File: config.mk
export PLATFORM = sky130hd
export DESIGN_NAME = reg_file_mp
export DESIGN_NICKNAME = d
export VERILOG_FILES = /design/src/rtl/regfile_pkg.sv /design/src/rtl/reg_file_rd_port.sv /design/src/rtl/reg_file_mp.sv
export SDC_FILE = /design/constraint.sdc
export NUM_CORES = 1
export LEC_CHECK = 0
export CORE_MARGIN = 5
export CORE_UTILIZATION = 51
export DETAILED_ROUTE_END_ITERATION = 10
export PLACE_DENSITY = 0.7
export RECOVER_POWER = 25
export SLEW_MARGIN = 0
export SYNTH_ARGS = -nofsm -noshare
export SYNTH_HDL_FRONTEND = slang
export SYNTH_SLANG_ARGS = --single-unit
File: constraint.sdc
create_clock -name clk -period 4.3 [get_ports clk]
set_input_delay 0.43 -clock clk [delete_from_list [all_inputs] [get_ports clk]]
set_output_delay 0.43 -clock clk [all_outputs]
set_load 0.03 [all_outputs]
File: src/rtl/regfile_pkg.sv
// Shared types and constants for the multi-port register file.
package regfile_pkg;

  localparam int unsigned DEF_DATA_W = 16;
  localparam int unsigned DEF_ADDR_W = 4;
  localparam int unsigned INIT_DEPTH = 16;

  // Power-on contents of R0..R15; deeper entries reset to zero.
  localparam logic [15:0] INIT_TABLE [INIT_DEPTH] = '{
    16'h0F00, 16'h0050, 16'hFF0F, 16'hF0FF,
    16'h0040, 16'h0024, 16'h00FF, 16'hAAAA,
    16'h0000, 16'h0000, 16'h0000, 16'hFFFF,
    16'h0002, 16'h0000, 16'h0000, 16'h0000
  };

  typedef enum logic {
    IDLE,
    CLEAR
  } clr_state_e;

endpackage

File: src/rtl/reg_file_rd_port.sv
// One registered read port with write-first bypass and zero-register masking.
module reg_file_rd_port
  import regfile_pkg::*;
#(
  parameter int unsigned DATA_W      = DEF_DATA_W,
  parameter int unsigned ADDR_W      = DEF_ADDR_W,
  parameter int unsigned SPECIAL_IDX = 15,
  parameter bit          ZERO_REG0   = 1'b0
) (
  input  logic              clk,
  input  logic              rst,
  input  logic              rd_en,
  input  logic [ADDR_W-1:0] addr,
  input  logic [DATA_W-1:0] arr_data,
  input  logic              gen_we,
  input  logic [ADDR_W-1:0] wr_addr,
  input  logic [DATA_W-1:0] wr_data,
  input  logic              sp_we,
  input  logic [DATA_W-1:0] sp_wr_data,
  output logic [DATA_W-1:0] data
);

  localparam logic [ADDR_W-1:0] SP_ADDR = ADDR_W'(SPECIAL_IDX);

  logic [DATA_W-1:0] data_next;

  // Select array content, overridden by this edge's committing writes (special last).
  always_comb begin
    data_next = arr_data;
    if (gen_we && (addr == wr_addr)) data_next = wr_data;
    if (sp_we && (addr == SP_ADDR)) data_next = sp_wr_data;
    if (ZERO_REG0 && (addr == '0)) data_next = '0;
  end

  // Capture on the read strobe, otherwise hold.
  always_ff @(posedge clk) begin
    if (rst) begin
      data <= '0;
    end else if (rd_en) begin
      data <= data_next;
    end
  end

endmodule

File: src/rtl/reg_file_mp.sv
// Multi-read-port register file with special-register port and clear sequencer.
module reg_file_mp
  import regfile_pkg::*;
#(
  parameter int unsigned DATA_W      = DEF_DATA_W,
  parameter int unsigned ADDR_W      = DEF_ADDR_W,
  parameter int unsigned NUM_RD      = 2,
  parameter int unsigned SPECIAL_IDX = 15,
  parameter bit          ZERO_REG0   = 1'b0
) (
  input  logic                     clk,
  input  logic                     rst,
  input  logic                     rd_en,
  input  logic [NUM_RD*ADDR_W-1:0] rd_addr,
  output logic [NUM_RD*DATA_W-1:0] rd_data,
  input  logic                     wr_en,
  input  logic [ADDR_W-1:0]        wr_addr,
  input  logic [DATA_W-1:0]        wr_data,
  input  logic                     sp_wr_en,
  input  logic [DATA_W-1:0]        sp_wr_data,
  output logic [DATA_W-1:0]        sp_rd_data,
  input  logic                     clr_req,
  output logic                     busy
);

  localparam int unsigned       DEPTH    = 2 ** ADDR_W;
  localparam logic [ADDR_W-1:0] SP_ADDR  = ADDR_W'(SPECIAL_IDX);
  localparam logic [ADDR_W:0]   LAST_IDX = (ADDR_W + 1)'(DEPTH - 1);

  // Reset value of one entry: table value zero-extended or truncated to DATA_W.
  function automatic logic [DATA_W-1:0] init_entry(int unsigned idx);
    logic [DATA_W+15:0] wide;
    wide = '0;
    if (idx < INIT_DEPTH) wide[15:0] = INIT_TABLE[idx[3:0]];
    if (ZERO_REG0 && (idx == 0)) wide = '0;
    return wide[DATA_W-1:0];
  endfunction

  logic [DATA_W-1:0] mem [DEPTH];
  clr_state_e        state;
  logic [ADDR_W:0]   cnt;
  logic              gen_we, sp_we, clr_we;
  logic [ADDR_W-1:0] clr_addr;
  logic [DATA_W-1:0] sp_next;

  // Effective write strobes: writes are dropped while clearing or aimed at a hard-zero R0.
  always_comb begin
    gen_we = wr_en & ~busy;
    if (ZERO_REG0 && (wr_addr == '0)) gen_we = 1'b0;
    sp_we = sp_wr_en & ~busy;
    if (ZERO_REG0 && (SP_ADDR == '0)) sp_we = 1'b0;
    clr_we   = (state == CLEAR);
    clr_addr = cnt[ADDR_W-1:0];
    if (clr_we && (clr_addr == SP_ADDR)) sp_next = '0;
    else if (sp_we)                      sp_next = sp_wr_data;
    else if (gen_we && (wr_addr == SP_ADDR)) sp_next = wr_data;
    else                                 sp_next = mem[SP_ADDR];
  end

  // Array update; special write follows general so it wins on a shared index.
  always_ff @(posedge clk) begin
    if (rst) begin
      for (int unsigned i = 0; i < DEPTH; i++) mem[i] <= init_entry(i);
    end else begin
      if (gen_we) mem[wr_addr] <= wr_data;
      if (sp_we) mem[SP_ADDR] <= sp_wr_data;
      if (clr_we) mem[clr_addr] <= '0;
    end
  end

  // Clear sequencer: one entry per cycle, busy for exactly DEPTH cycles.
  always_ff @(posedge clk) begin
    if (rst) begin
      state <= IDLE;
      cnt   <= '0;
      busy  <= 1'b0;
    end else begin
      unique case (state)
        IDLE: begin
          if (clr_req) begin
            state <= CLEAR;
            cnt   <= '0;
            busy  <= 1'b1;
          end
        end
        CLEAR: begin
          cnt <= cnt + 1'b1;
          if (cnt == LAST_IDX) begin
            state <= IDLE;
            busy  <= 1'b0;
          end
        end
        default: begin
          state <= IDLE;
          busy  <= 1'b0;
        end
      endcase
    end
  end

  // Special register mirror, refreshed every cycle with write-first value.
  always_ff @(posedge clk) begin
    if (rst) sp_rd_data <= '0;
    else     sp_rd_data <= sp_next;
  end

  for (genvar k = 0; k < NUM_RD; k++) begin : g_rd
    logic [ADDR_W-1:0] port_addr;
    assign port_addr = rd_addr[k*ADDR_W +: ADDR_W];

    reg_file_rd_port #(
      .DATA_W      (DATA_W),
      .ADDR_W      (ADDR_W),
      .SPECIAL_IDX (SPECIAL_IDX),
      .ZERO_REG0   (ZERO_REG0)
    ) u_rd_port (
      .clk        (clk),
      .rst        (rst),
      .rd_en      (rd_en),
      .addr       (port_addr),
      .arr_data   (mem[port_addr]),
      .gen_we     (gen_we),
      .wr_addr    (wr_addr),
      .wr_data    (wr_data),
      .sp_we      (sp_we),
      .sp_wr_data (sp_wr_data),
      .data       (rd_data[k*DATA_W +: DATA_W])
    );
  end

endmodule

==> results.cfg <==
[placement]
gp_congestion = 0.962
dp_slack_ns = 1.28
numPortBuffers = 98
placed_area_sq_um = 18200
dp.cells = 2421
dp_hpwl_um = 44500

[yosys]
yosys_warnings = 0
synth_cells = 2012
ys_async_sr_fraction_pct = 0
synthTopCellsByArea = dfxtp_1, mux4_2, mux2i_1
yosysTopAreaCell = dfxtp_1
syn_nets = 2067
synth.avg_cell_area_sq_um = 8.47
syn_area_sq_um = 17100
synth-seq-area-share_pct = 36.5
ys.flop_type = dfxtp_1
synth_edf_count = 0
ys_types = 65
synth-seq-cells = 311
synth_top_area_share_pct = 36.5

[critical_path]
crit_path_start_kind = primary input
rr_endpoint = mem[7][0]
crit_path_end_kind = flip-flop
cp.arrival_ns = 3.71
r2r-start = busy
r2r_setup_slack_ns = 1.18
r2r_cells = 7
required_ns = 4.72
crit_type = primary input to flip-flop
critPathMaxFanout = 65

[clock_network]
holdBufCountCts = 0
cts_tree = built
cts_root_buf = clkbuf_16
post_cts_buffers = 0
post_cts_resized = 0
path_clk_slew_ns = 0.06
cts_htree_levels = 2
cts-buffers-inserted = 36
clkSinkCount = 311
clockBufferDepth = 3
clock_latency_ns = 0.53

[finish]
final_cell_mix = dfxtp_1, nand2_1, a21oi_1
stdcell_area_sq_um = 19400
layout.cells.non_filler = 2487
utilization_pct = 58.4
area_growth_pct = 14.0
final_common_cell = dfxtp_1
layout-drive-gt1-share_pct = 11.3
nFillCells = 2965
final_nets = 2066

[routing]
vias_per_cell = 6.77
vias = 16800
wl_met1_um = 26100
top_layer = met4
post_drt_wl_per_cell_um = 27.7
ant_nets = 0
routed_wl_um = 68800
firstDrtPassIters = 8
dr_wl_met2_um = 29900
wl_met3_um = 7960
drtIter0Drc = 2359
drcViolationCount = 0

[global_routing]
grtUsageTotal_pct = 36.1
grt_pass1_vias = 15700
grt_pass1_wl_um = 101000
antenna_found_initial = 2
grt_max_degree = 66
grt-ovfl-total = 0

[power]
pwr-share-seq_pct = 41.3
powerDensity_nw_per_um2 = 377
ir_drop_v = 0.000291
comb_power_share_pct = 13.4
p_leak_nw = 7.06
swShare_pct = 27.1
intPower_mw = 5.34
power_switching_mw = 1.99
power_frac_clock_pct = 45.3
p_total_mw = 7.33

[die]
io-pin-count = 99
initial_utilization_pct = 51.2
row_count = 67
core-area_sq_um = 33300
dieWidth_um = 193
die_y_um = 193
dieArea_sq_um = 37200

[timing]
fin_skew_ns = 0.0132
fin_setup_tns_ns = 0
fin_ws_ns = 1.00
slew-limit-headroom_pct = -65.4
drv_slew = 50
fmax_mhz = 303
rsz0062_at_grt = false
holdWs_ns = 0.466
period_minus_slack_ns = 3.30
post-route-period-util_pct = 76.7
hold_viol_final = 0
worstMarginPinSlew_ns = 2.48
setup_viol = 0

[flow_run]
drv_cap = 1

[worst_hold_path]
min-delay-start = g_rd[1].u_rd_port.data[5]
hold_path.class = flip-flop to flip-flop
min_delay_path_depth = 1
worstHoldEndpoint = g_rd[1].u_rd_port.data[5]

[status]
violations = capacitance limit, slew limit
status = finished, violations left
registers in the layout, summed over array words and instances (netlist names):
signal	count
busy	1
clr_we	1
cnt	5
g_rd.u_rd_port.data	32
mem	256
sp_rd_data	16
how the worst max path moves through the flow:
| stage | slack (ns) | start | depth (start not counted) | to |
|---|---|---|---|---|
| floorplan | 2.27 | rd_addr[4] | 6 | g_rd[1].u_rd_port.data[13] |
| global placement | 1.28 | sp_wr_en | 7 | g_rd[0].u_rd_port.data[6] |
| detailed placement | 1.28 | sp_wr_en | 7 | g_rd[0].u_rd_port.data[6] |
| CTS | 1.69 | busy | 6 | mem[6][2] |
| global route | 0.91 | rst | 6 | g_rd[1].u_rd_port.data[1] |
| finish | 1.00 | rst | 6 | g_rd[1].u_rd_port.data[1] |
cells by family after synthesis:
family | after synthesis | synth area share (%)
AOI/OAI and AO/OA | 518 | 19.2
xor gates and xnor gates | 10 | 0.514
DFF | 311 | 36.5
adders and majority gates | 5 | 0.367
buffers and inverters | 249 | 6.72
and+or+nand+nor | 741 | 21.6
muxes | 178 | 15.2
metal layers:
layer	global-route usage, %	vias up
met3	8.36	222
li1	-	7356
met2	55.2	1110
met5	0	-
met4	20.0	0
met1	47.2	8156
cells in the mapped netlist (all sizes together) (2+ instances only):
cell,n
a211oi,33
a21oi,208
a221oi,16
a22oi,18
a2bb2oi,15
a311o,2
a311oi,28
a31oi,16
a32o,15
and2,2
and3,4
buf,106
clkbuf,104
dfxtp,311
ha,5
inv,38
mux2i,113
mux4,64
nand2,245
nand2b,8
nand3,157
nand3b,4
nand4bb,15
nor2,134
nor2b,22
nor3,96
nor3b,44
nor4,5
o211ai,2
o21a,2
o21ai,91
o221ai,16
o22a,15
o22ai,33
xor2,9
power groups by stage:
stage	logic [mW]	clock network, mW	registers [mW]
after global placement	0.959	0	3.09
after floorplan	0.538	0	3.13
after CTS	0.968	3.33	3.03
final	0.983	3.32	3.03
after global routing	1.02	3.44	3.03
after detailed placement	0.965	0	3.09
critical path, cell delays in order:
cell      delay (ns)
buf_4           0.60
clkbuf_1        1.83
a221o_1         0.39
o211ai_1        0.10
a21oi_1         0.20
o21ai_0         0.09
cell type report:
cell class / count / area [sq um] / area share [%]
Antenna cell: 2 / 5.00 / 0.0258
Inverter: 39 / 149 / 0.766
Timing Repair Buffer: 171 / 1530 / 7.89
Tap cell: 448 / 561 / 2.88
Clock buffer: 55 / 1120 / 5.78
Clock inverter: 9 / 151 / 0.779
Sequential cell: 311 / 6230 / 32.0
Multi-Input combinational cell: 1452 / 9680 / 49.8
No activity file was read; power rests on OpenSTA's default activity.
